$ cat src/rtl/rs232_tx.sv
// rtl/rs232_tx.sv - RS232 serial transmit engine with one-word holding buffer
module rs232_tx #(
    parameter int DATA_W     = 8,
    parameter int PARITY_EN  = 1,
    parameter int PARITY_ODD = 1,
    parameter int STOP_BITS  = 1
) (
    input  logic              clk,
    input  logic              rst,
    input  logic              clk_rs232_en,
    input  logic              send_word,
    input  logic [DATA_W-1:0] data_in,
    output logic              word_ready,
    output logic              busy,
    output logic              tx_done,
    output logic              tx
);

    localparam int CNT_W = (DATA_W > 1) ? $clog2(DATA_W) : 1;
    localparam logic [CNT_W-1:0] BIT_LAST = CNT_W'(DATA_W - 1);
    localparam logic STOP_LAST = 1'(STOP_BITS - 1);
    localparam logic PAR_INV   = 1'(PARITY_ODD);

    localparam logic [2:0] S_IDLE   = 3'd0;
    localparam logic [2:0] S_START  = 3'd1;
    localparam logic [2:0] S_DATA   = 3'd2;
    localparam logic [2:0] S_PARITY = 3'd3;
    localparam logic [2:0] S_STOP   = 3'd4;

    logic [2:0]        state;
    logic [DATA_W-1:0] buf_data;
    logic              buf_full;
    logic [DATA_W-1:0] frame_word;
    logic              parity_bit;
    logic [CNT_W-1:0]  bit_cnt;
    logic              stop_cnt;
    logic              accept;
    logic              frame_end;
    logic              load_frame;

    // The holding buffer is the only source of backpressure, so ready is just "buffer empty".
    assign word_ready = ~buf_full;
    assign accept     = send_word & ~buf_full;

    // Last stop period finishing on this strobe.
    assign frame_end  = clk_rs232_en & (state == S_STOP) & (stop_cnt == STOP_LAST);

    // A frame starts from IDLE or straight out of the last stop bit, whichever sees a full buffer on a strobe.
    assign load_frame = clk_rs232_en & buf_full & ((state == S_IDLE) | frame_end);

    // Holding buffer: fills on handshake, empties when its word moves into the frame register.
    always_ff @(posedge clk or negedge rst) begin
        if (!rst) begin
            buf_full <= 1'b0;
            buf_data <= '0;
        end else if (load_frame) begin
            buf_full <= 1'b0;
        end else if (accept) begin
            buf_full <= 1'b1;
            buf_data <= data_in;
        end
    end

    // Frame sequencer: every state change and every tx update happens on a baud strobe.
    always_ff @(posedge clk or negedge rst) begin
        if (!rst) begin
            state      <= S_IDLE;
            tx         <= 1'b1;
            busy       <= 1'b0;
            tx_done    <= 1'b0;
            frame_word <= '0;
            parity_bit <= 1'b0;
            bit_cnt    <= '0;
            stop_cnt   <= 1'b0;
        end else begin
            tx_done <= frame_end;
            if (load_frame) begin
                // Parity is taken from the buffered word so later data_in changes cannot leak in.
                state      <= S_START;
                tx         <= 1'b0;
                busy       <= 1'b1;
                frame_word <= buf_data;
                parity_bit <= (^buf_data) ^ PAR_INV;
            end else if (clk_rs232_en) begin
                case (state)
                    S_IDLE: begin
                        tx <= 1'b1;
                    end
                    S_START: begin
                        state   <= S_DATA;
                        bit_cnt <= BIT_LAST;
                        tx      <= frame_word[BIT_LAST];
                    end
                    S_DATA: begin
                        if (bit_cnt == '0) begin
                            if (PARITY_EN != 0) begin
                                state <= S_PARITY;
                                tx    <= parity_bit;
                            end else begin
                                state    <= S_STOP;
                                stop_cnt <= 1'b0;
                                tx       <= 1'b1;
                            end
                        end else begin
                            bit_cnt <= bit_cnt - 1'b1;
                            tx      <= frame_word[bit_cnt - 1'b1];
                        end
                    end
                    S_PARITY: begin
                        state    <= S_STOP;
                        stop_cnt <= 1'b0;
                        tx       <= 1'b1;
                    end
                    S_STOP: begin
                        if (stop_cnt == STOP_LAST) begin
                            state <= S_IDLE;
                            busy  <= 1'b0;
                            tx    <= 1'b1;
                        end else begin
                            stop_cnt <= stop_cnt + 1'b1;
                        end
                    end
                    default: begin
                        state <= S_IDLE;
                        busy  <= 1'b0;
                        tx    <= 1'b1;
                    end
                endcase
            end
        end
    end

endmodule
$ cat config.mk
export PLATFORM = sky130hd
export DESIGN_NAME = rs232_tx
export DESIGN_NICKNAME = d
export VERILOG_FILES = /design/src/rtl/rs232_tx.sv
export SDC_FILE = /design/constraint.sdc
export NUM_CORES = 1
export LEC_CHECK = 0
export CORE_MARGIN = 5
export CORE_UTILIZATION = 50
export DETAILED_ROUTE_END_ITERATION = 12
export GPL_TIMING_DRIVEN = 0
export MAX_ROUTING_LAYER = met4
export PLACE_DENSITY = 0.73
export SETUP_SLACK_MARGIN = 0.3
export SLEW_MARGIN = 5
export SYNTH_ARGS = -nofsm -noshare
export SYNTH_HDL_FRONTEND = slang
export SYNTH_SLANG_ARGS = --single-unit
$ cat constraint.sdc
create_clock -name clk -period 2.6 [get_ports clk]
set_clock_uncertainty 0.1 [all_clocks]
set_input_delay 0.26 -clock clk [delete_from_list [all_inputs] [get_ports clk]]
set_output_delay 0.26 -clock clk [all_outputs]
set_load 0.01 [all_outputs]
==> impl_summary.txt <==
----------------------------------------------------
[Timing]
  Final hold slack ... 19.7 ps
  Hold Violations, Final ... 0
  Shortest clock period the worst path allows after layout ... 2040 ps
  Highest clock rate ... about 500 MHz
  Worst-Margin Slew ... 612 ps
  Final setup margin ... about 560 ps
  Unrepaired setup endpoints after global routing ... false
  Final worst path period share ... around 79%
  Slew headroom ... 59.2%
  Slew Viols, Final ... 0
  Final-layout setup total negative slack ... 0 ps
  Final-report setup violation count ... 0

[Logic synthesis]
  Cell type with the highest aggregate area in the netlist ... sky130_fd_sc_hd__dfrtp_1
  Post-Syn Area ... roughly 1400 µm²
  Average footprint of a synthesized cell ... ~12 µm²
  Proportion of register bits with asynchronous set or reset after synthesis ... 100%
  Distinct cells, synth ... 36
  Largest cells by area after synthesis ... sky130_fd_sc_hd__dfrtp_1, sky130_fd_sc_hd__mux2_2, sky130_fd_sc_hd__xnor2_1, sky130_fd_sc_hd__mux4_1, sky130_fd_sc_hd__dfstp_2
  Most common flop cell mapped by yosys ... sky130_fd_sc_hd__dfrtp_1
  Share of the yosys chip area belonging to registers ... 50.1%
  Gate count of the mapped netlist ... 110
  Syn nets ... 124
  Area share of the largest cell type after synthesis ... roughly 48%
  Flip-flop and latch count after synthesis ... 27
  Count of flip-flops with a built-in enable after synthesis ... 0
  Yosys warning total ... 0

[Detailed routing]
  Count of TritonRoute iterations in the first routing pass ... 4
  Total vias in the final route ... 885
  Wirelength, routed ... 2.29 mm
  Via-per-instance ratio ... 5.57
  Antenna violation net count after detailed routing ... 0
  Wire length per cell ... 14.4 µm
  Count of unresolved DRC violations after routing ... 0
  DRC marker count from the first detailed-route iteration ... 20

[Critical path]
  Maximum fanout encountered on the critical timing path ... 5
  Required time of the critical path ... 2750 ps
  Launching element type of the critical path ... flip-flop
  Kind of critical path ... reg -> reg
  Worst Path Arrival ... about 2200 ps
  R2R depth ... 6
  Sort of element at the end of the critical path ... flip-flop

[Placement]
  Post-detail-place hpwl ... 1.75 mm
  Weighted congestion reported at the end of routability-driven placement ... 0.832
  Number of port buffers ... 14
  Post-place instance area ... about 1500 µm²
  Number of cells after detailed placement ... between 150 and 200
  Worst setup slack after placement ... roughly 590 ps

[Global route]
  Wire length of the first global-routing pass ... 4.20 mm
  Number of antenna violations at the first check in global routing ... 0
  Total congestion overflow ... 0
  Pin count of the biggest net entering global routing ... 28
  Overall fraction of global-route tracks in use ... about 15%
  Number of global-route vias before repair ... ~930

[CTS]
  Number of clock buffers inserted by TritonCTS ... 3
  CTS Root Buffer Type ... sky130_fd_sc_hd__clkbuf_4
  Clock-pin slew on the worst setup and hold paths ... about 150 ps
  Worst-skew pair later-pin latency ... about 320 ps
  Quantity of hold-fixing buffers added after cts ... 0
  Total number of clock tree sinks ... 27
  Post-CTS setup buffer count ... 0
  Clock tree from TritonCTS ... yes
  CTS H-Tree Depth ... 1
  Deepest clock path buffer count ... 2
  CTS resizes ... 0

[Floorplan]
  Y dimension of the die ... 62.0 µm
  Area of the placeable core ... 2520 µm²
  Placement row count ... 18
  Number of top-level pins ... 16
  Initial core utilization ... ~54%
  Die W ... just over 60 µm
  Die outline area ... 3840 µm²

[Final layout]
  Post-layout net count ... ~140
  Share of layout cells above drive strength 1 ... 24.8%
  Post-route design area ... 1560 µm²
  Final std cells w/o fill ... 159
  # diodes ... 0
  Area growth from synthesis to final layout ... 15.5%
  Most common cell after layout, fill and taps aside ... sky130_fd_sc_hd__dfrtp_1
  Top library cells by usage in the layout, fill and taps aside ... sky130_fd_sc_hd__dfrtp_1, sky130_fd_sc_hd__mux2_2, sky130_fd_sc_hd__clkdlybuf4s50_1, sky130_fd_sc_hd__xnor2_1, sky130_fd_sc_hd__nor2_1
  Finished Core Util ... 61.8%

[Power]
  Power density over the cells ... 1190 nW/µm²
  P_leak ... between 0.6 and 0.7 nW
  Largest voltage drop on the vdd net ... 0.714 mV
  Total power consumption of the routed design ... about 1.9 mW

[Flow run]
  Number of max-cap violations ... 0

[Hold path]
  Hold/Removal Path Class ... in -> reg
  Hold Path Depth ... 2

[Status]
  Outcome ... finished, final reports clean

----------------------------------------------------
## worst max-delay path, cell delays in order (launching register included)
cell and delay [ps]:
sky130_fd_sc_hd__dfrtp_1 460, sky130_fd_sc_hd__inv_1 90, sky130_fd_sc_hd__ha_1 240, sky130_fd_sc_hd__xor2_1 240
sky130_fd_sc_hd__mux4_1 600, sky130_fd_sc_hd__nor2_1 140, sky130_fd_sc_hd__o311ai_2 120
## metal layers
metal / global-route usage, % / part of all wire, % / wire length (µm) / up-vias
li1: - / - / - / 425
met1: 18.1 / 44 / 1010 / 430
met2: 26.3 / 51 / 1160 / 26
met3: 1.86 / 4.4 / 100 / 4
met4: 2.73 / 0.92 / 21 / 0
met5: - / 0 / 0 / -
## flip-flops by register name (all words and copies together), names as in the netlist
| signal | count |
|---|---|
| bit_cnt | 3 |
| parity_bit | 1 |
| buf_data | 8 |
| buf_full | 1 |
| state | 3 |
| frame_word | 8 |
| tx_done | 1 |
| tx | 1 |
| busy | 1 |
## cells by family after synthesis
| kind of cell | count (synthesis) | share of synthesized area, % |
|---|---|---|
| and+or+nand+nor | 27 | 11.7 |
| DFF | 27 | 50.1 |
| muxes | 19 | 18.1 |
| AOI/OAI and AO/OA | 18 | 9.08 |
| buffers and inverters | 9 | 3.98 |
| xor gates and xnor gates | 8 | 5.19 |
| adders and majority gates | 2 | 1.85 |
## area by class of cell
type / count / area [µm²]
multi-input cells: 74 / 619
flip-flops and latches: 27 / 677
clock buffers: 4 / 26.3
repair buffers: 15 / 145
well taps: 30 / 37.5
fillers: 220 / 963
plain buffers: 4 / 35.0
inverters: 5 / 18.8
## cells in the mapped netlist, types with 2 or more instances
| master | number |
|---|---|
| sky130_fd_sc_hd__nor3_1 | 2 |
| sky130_fd_sc_hd__o22ai_1 | 2 |
| sky130_fd_sc_hd__mux4_1 | 2 |
| sky130_fd_sc_hd__a21oi_1 | 4 |
| sky130_fd_sc_hd__dfrtp_1 | 26 |
| sky130_fd_sc_hd__xnor2_1 | 7 |
| sky130_fd_sc_hd__nand2_1 | 4 |
| sky130_fd_sc_hd__nor3b_1 | 2 |
| sky130_fd_sc_hd__nand2b_1 | 2 |
| sky130_fd_sc_hd__nor2b_1 | 4 |
| sky130_fd_sc_hd__ha_1 | 2 |
| sky130_fd_sc_hd__a21o_1 | 2 |
| sky130_fd_sc_hd__o21ai_0 | 4 |
| sky130_fd_sc_hd__mux2_2 | 17 |
| sky130_fd_sc_hd__inv_1 | 4 |
| sky130_fd_sc_hd__nor2_1 | 5 |
| sky130_fd_sc_hd__a31oi_1 | 2 |
## final timing paths
| kind | from | to | slack [ps] |
|---|---|---|---|
| setup / recovery | bit_cnt[0] | tx | 560 |
| hold / removal | clk_rs232_en | state[2] | 20 |
| setup reg to reg | bit_cnt[0] | tx | 560 |
| hold reg to reg | busy | busy | 410 |
| max in group asynchronous | rst | frame_word[5] | 1640 |
| min in group asynchronous | rst | buf_data[0] | 350 |
## power by group
group / total (mW) / internal, mW / switching, mW
registers: 0.795 / 0.625 / 0.170
logic: 0.880 / 0.528 / 0.351
clock network: 0.183 / 0.0600 / 0.123
total: 1.86 / 1.21 / 0.644
(Power assumes the default switching activity.)
